<file path="config.mk">
export PLATFORM = sky130hd
export DESIGN_NAME = des_perm_pipe
export DESIGN_NICKNAME = d
export VERILOG_FILES = /design/src/rtl/des_perm_pipe.sv
export SDC_FILE = /design/constraint.sdc
export NUM_CORES = 1
export LEC_CHECK = 0
export ABC_AREA = 1
export BUFFER_PORTS_ARGS = -buffer_cell sky130_fd_sc_hd__buf_2
export CORE_ASPECT_RATIO = 1.5
export CORE_MARGIN = 5
export CORE_UTILIZATION = 55
export CTS_BUF_LIST = sky130_fd_sc_hd__clkbuf_8
export DETAILED_ROUTE_END_ITERATION = 10
export PLACE_DENSITY = 0.9
export REMOVE_ABC_BUFFERS = 1
export SLEW_MARGIN = 20
export SYNTH_ARGS = -nofsm -noshare
export SYNTH_HDL_FRONTEND = slang
export SYNTH_SLANG_ARGS = --single-unit
</file>
<file path="constraint.sdc">
create_clock -name clk -period 5.2 [get_ports clk]
set_clock_uncertainty 0.1 [all_clocks]
set_input_delay 1.04 -clock clk [delete_from_list [all_inputs] [get_ports clk]]
set_output_delay 1.04 -clock clk [all_outputs]
set_load 0.01 [all_outputs]
</file>
<file path="src/rtl/des_perm_pipe.sv">
// ---------------------------------------------------------------------------
// des_perm_pipe
//
// Pipelined DES bit-permutation engine.  Each accepted block is optionally
// half-swapped (R||L), then run through either the initial permutation (IP)
// or its inverse (FP).  The result is carried through STAGES register stages
// together with a sideband tag.  Valid/ready on both sides with full
// backpressure; one block per cycle when the consumer keeps out_ready high.
//
// Parameters
//   STAGES    number of register stages (1..4), equals accept-to-output latency
//   TAG_W     width of the sideband tag
//
// Ports
//   clk        rising-edge clock
//   rst        synchronous, active-high reset
//   in_valid   input block present
//   in_ready   engine can take a block this cycle
//   in_mode    0 = IP, 1 = FP
//   in_swap    1 = permute {in_data[31:0], in_data[63:32]}
//   in_data    64-bit block, DES bit 1 = in_data[63]
//   in_tag     sideband tag, returned with the result
//   out_valid  result present
//   out_ready  consumer takes the result this cycle
//   out_data   permuted block, DES bit 1 = out_data[63]
//   out_tag    tag belonging to out_data
//   busy       any stage holds a block
// ---------------------------------------------------------------------------
module des_perm_pipe #(
    parameter int STAGES = 2,
    parameter int TAG_W  = 4
) (
    input  logic             clk,
    input  logic             rst,
    input  logic             in_valid,
    output logic             in_ready,
    input  logic             in_mode,
    input  logic             in_swap,
    input  logic [63:0]      in_data,
    input  logic [TAG_W-1:0] in_tag,
    output logic             out_valid,
    input  logic             out_ready,
    output logic [63:0]      out_data,
    output logic [TAG_W-1:0] out_tag,
    output logic             busy
);

    // IP table generated row by row: rows 0..3 take the even source bits
    // 2,4,6,8 as their lowest entry, rows 4..7 the odd bits 1,3,5,7, and each
    // row walks upward in steps of 8 from right to left.
    function automatic logic [63:0] permute_ip(input logic [63:0] src);
        logic [63:0] res;
        int          sel;
        res = '0;
        for (int row = 0; row < 8; row++) begin
            for (int col = 0; col < 8; col++) begin
                sel = 8 * (7 - col) + ((row < 4) ? 2 * (row + 1) : 2 * (row - 4) + 1);
                res[63 - (8 * row + col)] = src[64 - sel];
            end
        end
        return res;
    endfunction

    // FP table: even columns start at 40-row, odd columns at 8-row, and
    // every column pair steps up by 8.
    function automatic logic [63:0] permute_fp(input logic [63:0] src);
        logic [63:0] res;
        int          sel;
        res = '0;
        for (int row = 0; row < 8; row++) begin
            for (int col = 0; col < 8; col++) begin
                sel = (((col % 2) == 0) ? 40 : 8) - row + 8 * (col / 2);
                res[63 - (8 * row + col)] = src[64 - sel];
            end
        end
        return res;
    endfunction

    logic [63:0]      src_data;
    logic [63:0]      perm_data;

    logic [STAGES-1:0] v;
    logic [63:0]       d [STAGES];
    logic [TAG_W-1:0]  t [STAGES];
    logic [STAGES-1:0] adv;
    logic              all_full;

    assign src_data  = in_swap ? {in_data[31:0], in_data[63:32]} : in_data;
    assign perm_data = in_mode ? permute_fp(src_data) : permute_ip(src_data);

    // Unrolled form of adv[s] = ~v[s] | ~v[s+1] | adv[s+1]: stage s may load
    // whenever out_ready is high or any stage from s to the end is empty.
    // Writing it as a running AND avoids a self-referencing vector.
    always_comb begin
        adv      = '0;
        all_full = 1'b1;
        for (int s = STAGES - 1; s >= 0; s--) begin
            all_full = all_full & v[s];
            adv[s]   = out_ready | ~all_full;
        end
    end

    always_ff @(posedge clk) begin
        if (rst) begin
            v <= '0;
            for (int s = 0; s < STAGES; s++) begin
                d[s] <= '0;
                t[s] <= '0;
            end
        end else begin
            if (adv[0]) begin
                v[0] <= in_valid;
                d[0] <= perm_data;
                t[0] <= in_tag;
            end
            for (int s = 1; s < STAGES; s++) begin
                if (adv[s]) begin
                    v[s] <= v[s-1];
                    d[s] <= d[s-1];
                    t[s] <= t[s-1];
                end
            end
        end
    end

    assign in_ready  = adv[0];
    assign out_valid = v[STAGES-1];
    assign out_data  = d[STAGES-1];
    assign out_tag   = t[STAGES-1];
    assign busy      = |v;

endmodule
</file>
* After elaboration in Yosys (flattened, before gate mapping)
Memory sizes are Yosys's and may differ from the RTL's.
Index checks and enable logic that the tools add are counted.
** Cells by class
- Muxes and demuxes :: 14
- Bitwise operators :: 9
- Reduce and logical (&&, ||, !) cells :: 1
** Operators by type and width (number)
- two-way mux 64 bit :: 4
- two-way mux 1 bit :: 8
- two-way mux 4 bit :: 2
- bitwise OR 1 bit :: 6
- inverter 1 bit :: 2
- OR reduction 2 bit :: 1
- bitwise AND 1 bit :: 1
** Storage, ports and cells
- Register bits :: 2
- Memory bits (writable) :: 136
- Input bits :: 74
- Output and inout port bits :: 71
- Logic and storage cells :: 28
- Memories kept :: 2
** Memory list
- d :: words 2, bits a word 64, rd ports 2, clocked after Yosys merged registers in 0, wr ports 2, line 83 : logic [63:0] d [STAGES];
- t :: words 2, bits a word 4, rd ports 2, clocked after Yosys merged registers in 0, wr ports 2, line 84 : logic [TAG_W-1:0] t [STAGES];

* Longest topological paths before layout
- Word-level depth :: 7
- Mapped depth :: 7
- Gate-level depth less buffers :: 5

* Least setup slack after synthesis
No wires, ideal clock.
- Kind :: input to register
- Start point :: input out_ready
- End point :: memory d[0][0] (enable)
- Library setup time :: 721 ps
- Arrival :: 2374 ps
- Data required time :: 4379 ps
- Setup slack :: 2005 ps
- Stages on the path :: 2
- Path buffers :: 0
- Cells stage by stage :: nor2_2 -> nand2_1
** RTL lines
- start, declared :: line 42 : input logic out_ready,
- end, declared :: line 83

==> impl_metrics.env <==
export IMPL_detailed_place_area_mm2=0.00742
export IMPL_remaining_drc_errors=0
export IMPL_worstPathArrival_ns=2.87
export IMPL_endpoint="d[0][8]"
export IMPL_route_detailed_vias_per_inst=5.01
export IMPL_power_per_cell_area_mw_per_mm2=329
export IMPL_worstSetupPathType="in -> reg"
export IMPL_grt_overflow=0
export IMPL_number_of_storage_elements_in_the_synthesis_netlist=138
export IMPL_post_route_cells_drive_above_1_share_pct=20.1
export IMPL_filler_cell_count=1125
export IMPL_worst_path_max_fanout=65
export IMPL_reg2reg_to="d[0][77]"
export IMPL_ant_nets=0
export IMPL_number_of_global_route_vias_before_repair=5089
export IMPL_postRouteWirelength_um=14900
export IMPL_max_slew_worst_pin_slew_ns=1.06
export IMPL_synth_cell_area_mm2=0.00719
export IMPL_post_cts_buffers=0
export IMPL_ys_async_sr_fraction_pct=0
export IMPL_die_height_um=150
export IMPL_final_min_period_over_clock_period_pct=53.5
export IMPL_synth_sequential_area_ratio_pct=57.4
export IMPL_nNetsFinal=972
export IMPL_post_synth_cell_area_avg_um2=8.57
export IMPL_synth_simple_gate_area_share_pct=27.8
export IMPL_setup_viol=0
export IMPL_p_leak_nw=4.02
export IMPL_synth_top_family_by_area="simple AND/OR/NAND/NOR gates"
export IMPL_tritoncts_num_buffers=17
export IMPL_run_status="complete, no violations"
export IMPL_buffer_ports_inserted=144
export IMPL_antenna_violations_before_repair=1
export IMPL_floorplan_core_area_mm2=0.0129
export IMPL_syn_instance_count=839
export IMPL_preCtsSetupSlack_ns=2.03
export IMPL_cts_hold_buf=0
export IMPL_worst_slack_ns=2.42
export IMPL_place_gp_congestion=0.846
export IMPL_worstHoldPathType="reg -> reg"
export IMPL_hpwl_um=9600
export IMPL_max_slew_violation_total_from_the_final_report=0
export IMPL_cts_htree_levels=4
export IMPL_detail_route_wl_per_cell_um=13.9
export IMPL_synth_main_ff_cell="edfxtp_1"
export IMPL_vias=5363
export IMPL_setup_repair_after_global_routing_missed_its_margin="no"
export IMPL_multiplexer_share_of_the_synthesized_area_pct=0
export IMPL_worstRegToRegCells=6
export IMPL_io_pins=145
export IMPL_report_power_total_mw=2.58
export IMPL_crit_path_required_time_ns=5.29
export IMPL_maximum_number_of_pins_on_one_net_before_global_route_repair=83
export IMPL_compound_gate_fraction_of_synth_area_pct=0.487
export IMPL_insertion_delay_ns=0.43
export IMPL_clkTransAtPathRegs_ns=0.08
export IMPL_placement_rows=51
export IMPL_crit_reg2reg_launch="v[0]"
export IMPL_ctsRootBufferMaster="clkbuf_8"
export IMPL_report_final_hold_viol_count=0
export IMPL_post_synth_xor_area_fraction_pct=0
export IMPL_cp_start_kind="primary input"
export IMPL_multiInputGateArea_mm2=0.00205
export IMPL_timing_slew_headroom_pct=29.6
export IMPL_tritoncts="yes"
export IMPL_cts_repair_resized=0
export IMPL_ys_warnings_count=0
export IMPL_cts_sinks=138
export IMPL_final_cell_area_mm2=0.00784
export IMPL_rrSetupSlack_ns=2.93
export IMPL_area_growth_pct=9.03
export IMPL_worst_ir_drop_vdd_mv=0.168
export IMPL_first_pass_grt_wire_length_um=23400
export IMPL_initial_core_util_pct=55.8
export IMPL_die_w_um=103
export IMPL_synthDistinctLibCells=16
export IMPL_max_cap_violations=0
export IMPL_track_usage_pct=19.6
export IMPL_combined_flip_flop_and_latch_cell_area_mm2=0.00412
export IMPL_worst_setup_path_startpoint="in_swap"
export IMPL_critical_path_endpoint_type="flop"
export IMPL_drt_iter0_drc=271
export IMPL_dieArea_mm2=0.0155
export IMPL_drtPass1Iterations=8
export IMPL_fmaxAchievable_mhz=360
export IMPL_fin_tns_setup_ns=0
export IMPL_final_min_clock_period_ns=2.78
export IMPL_synth_adder_area_share_pct=0
export IMPL_synth_enable_flop_cells=136
export IMPL_clock_tree_buffer_depth=2
==> state kept, by name, indices dropped and copies added, names as in the netlist <==
name and count:
d 128, t 8, v 2
==> cells in the final DEF, fill, tap and decap left out, types with 4 or more instances in the layout <==
cell       count
nand2_1      248
nor2_1       197
buf_2        144
edfxtp_1     136
inv_1         79
nand3_1       60
clkbuf_8      17
clkinv_2       4
a21boi_0       4
bufinv_16      4
buf_4          4
==> power breakdown <==
| group | internal, mW | total [mW] | switching, mW |
|---|---|---|---|
| combinational | 0.112 | 0.310 | 0.198 |
| sequential | 1.31 | 1.34 | 0.0240 |
| clock | 0.516 | 0.930 | 0.414 |
| total | 1.94 | 2.58 | 0.636 |
==> how the worst min path moves through the flow <==
| stage | startpoint | to | depth (start not counted) |
|---|---|---|---|
| floorplan | v[0] | v[1] | 2 |
| global placement | v[0] | v[1] | 2 |
| detailed placement | v[0] | v[1] | 2 |
| CTS | v[0] | v[1] | 2 |
| global route | v[0] | v[1] | 2 |
| finish | v[0] | v[1] | 2 |
==> critical path, cell delays in order <==
cell	delay [ns]
buf_2	0.07
buf_4	0.53
inv_2	0.60
nand2_1	0.24
nand2_1	0.08
nor2_1	0.15
nor2_1	0.08
==> layer usage <==
layer / GRT usage (%) / vias to the layer above / share of wire [%]
met3: 4.20 / 59 / 5.7
met5: 0 / - / 0.047
met2: 33.8 / 197 / 52
li1: - / 2675 / -
met1: 21.9 / 2430 / 38
met4: 10.8 / 2 / 4.6
==> per-stage QoR <==
step | hold WS, ns | instances | utilization, %
final | 0.433 | 1071 | 60.8
after global routing | 0.457 | 1070 | 60.8
after CTS | 0.431 | 1070 | 60.8
after detailed placement | 0.420 | 1038 | 57.5
after global placement | 0.379 | 1038 | 57.5
after floorplan | 0.361 | 731 | -
==> cells in the mapped netlist (2+ instances only) <==
cell type	n	share of area (%)
inv_1	77	4.0
clkbuf_1	5	0.26
buf_4	69	7.2
a21boi_0	4	0.42
nand2_1	250	13
nand3_1	60	4.2
buf_2	28	1.9
nor2_1	197	10
dfxtp_1	2	0.56
buf_6	5	0.78
edfxtp_1	136	57
inv_2	2	0.10
==> kinds of logic (layout without fill, tap and decap cells) <==
| logic type | after synthesis | count (layout) |
|---|---|---|
| other | 0 | 1 |
| AND/OR/NAND/NOR | 509 | 509 |
| buffers and inverters | 187 | 259 |
| AO/OA/AOI/OAI | 5 | 5 |
| flip-flops | 138 | 138 |
==> layout make-up <==
cell class | instances | share of cell area [%]
clock inverters | 15 | 2.35
repair buffers | 148 | 9.58
flip-flops and latches | 138 | 52.6
multi-input cells | 514 | 26.1
well taps | 159 | 2.54
diodes | 1 | 0.0319
clock buffers | 17 | 2.99
inverters | 79 | 3.80
Power figures use the tool's default switching activity.
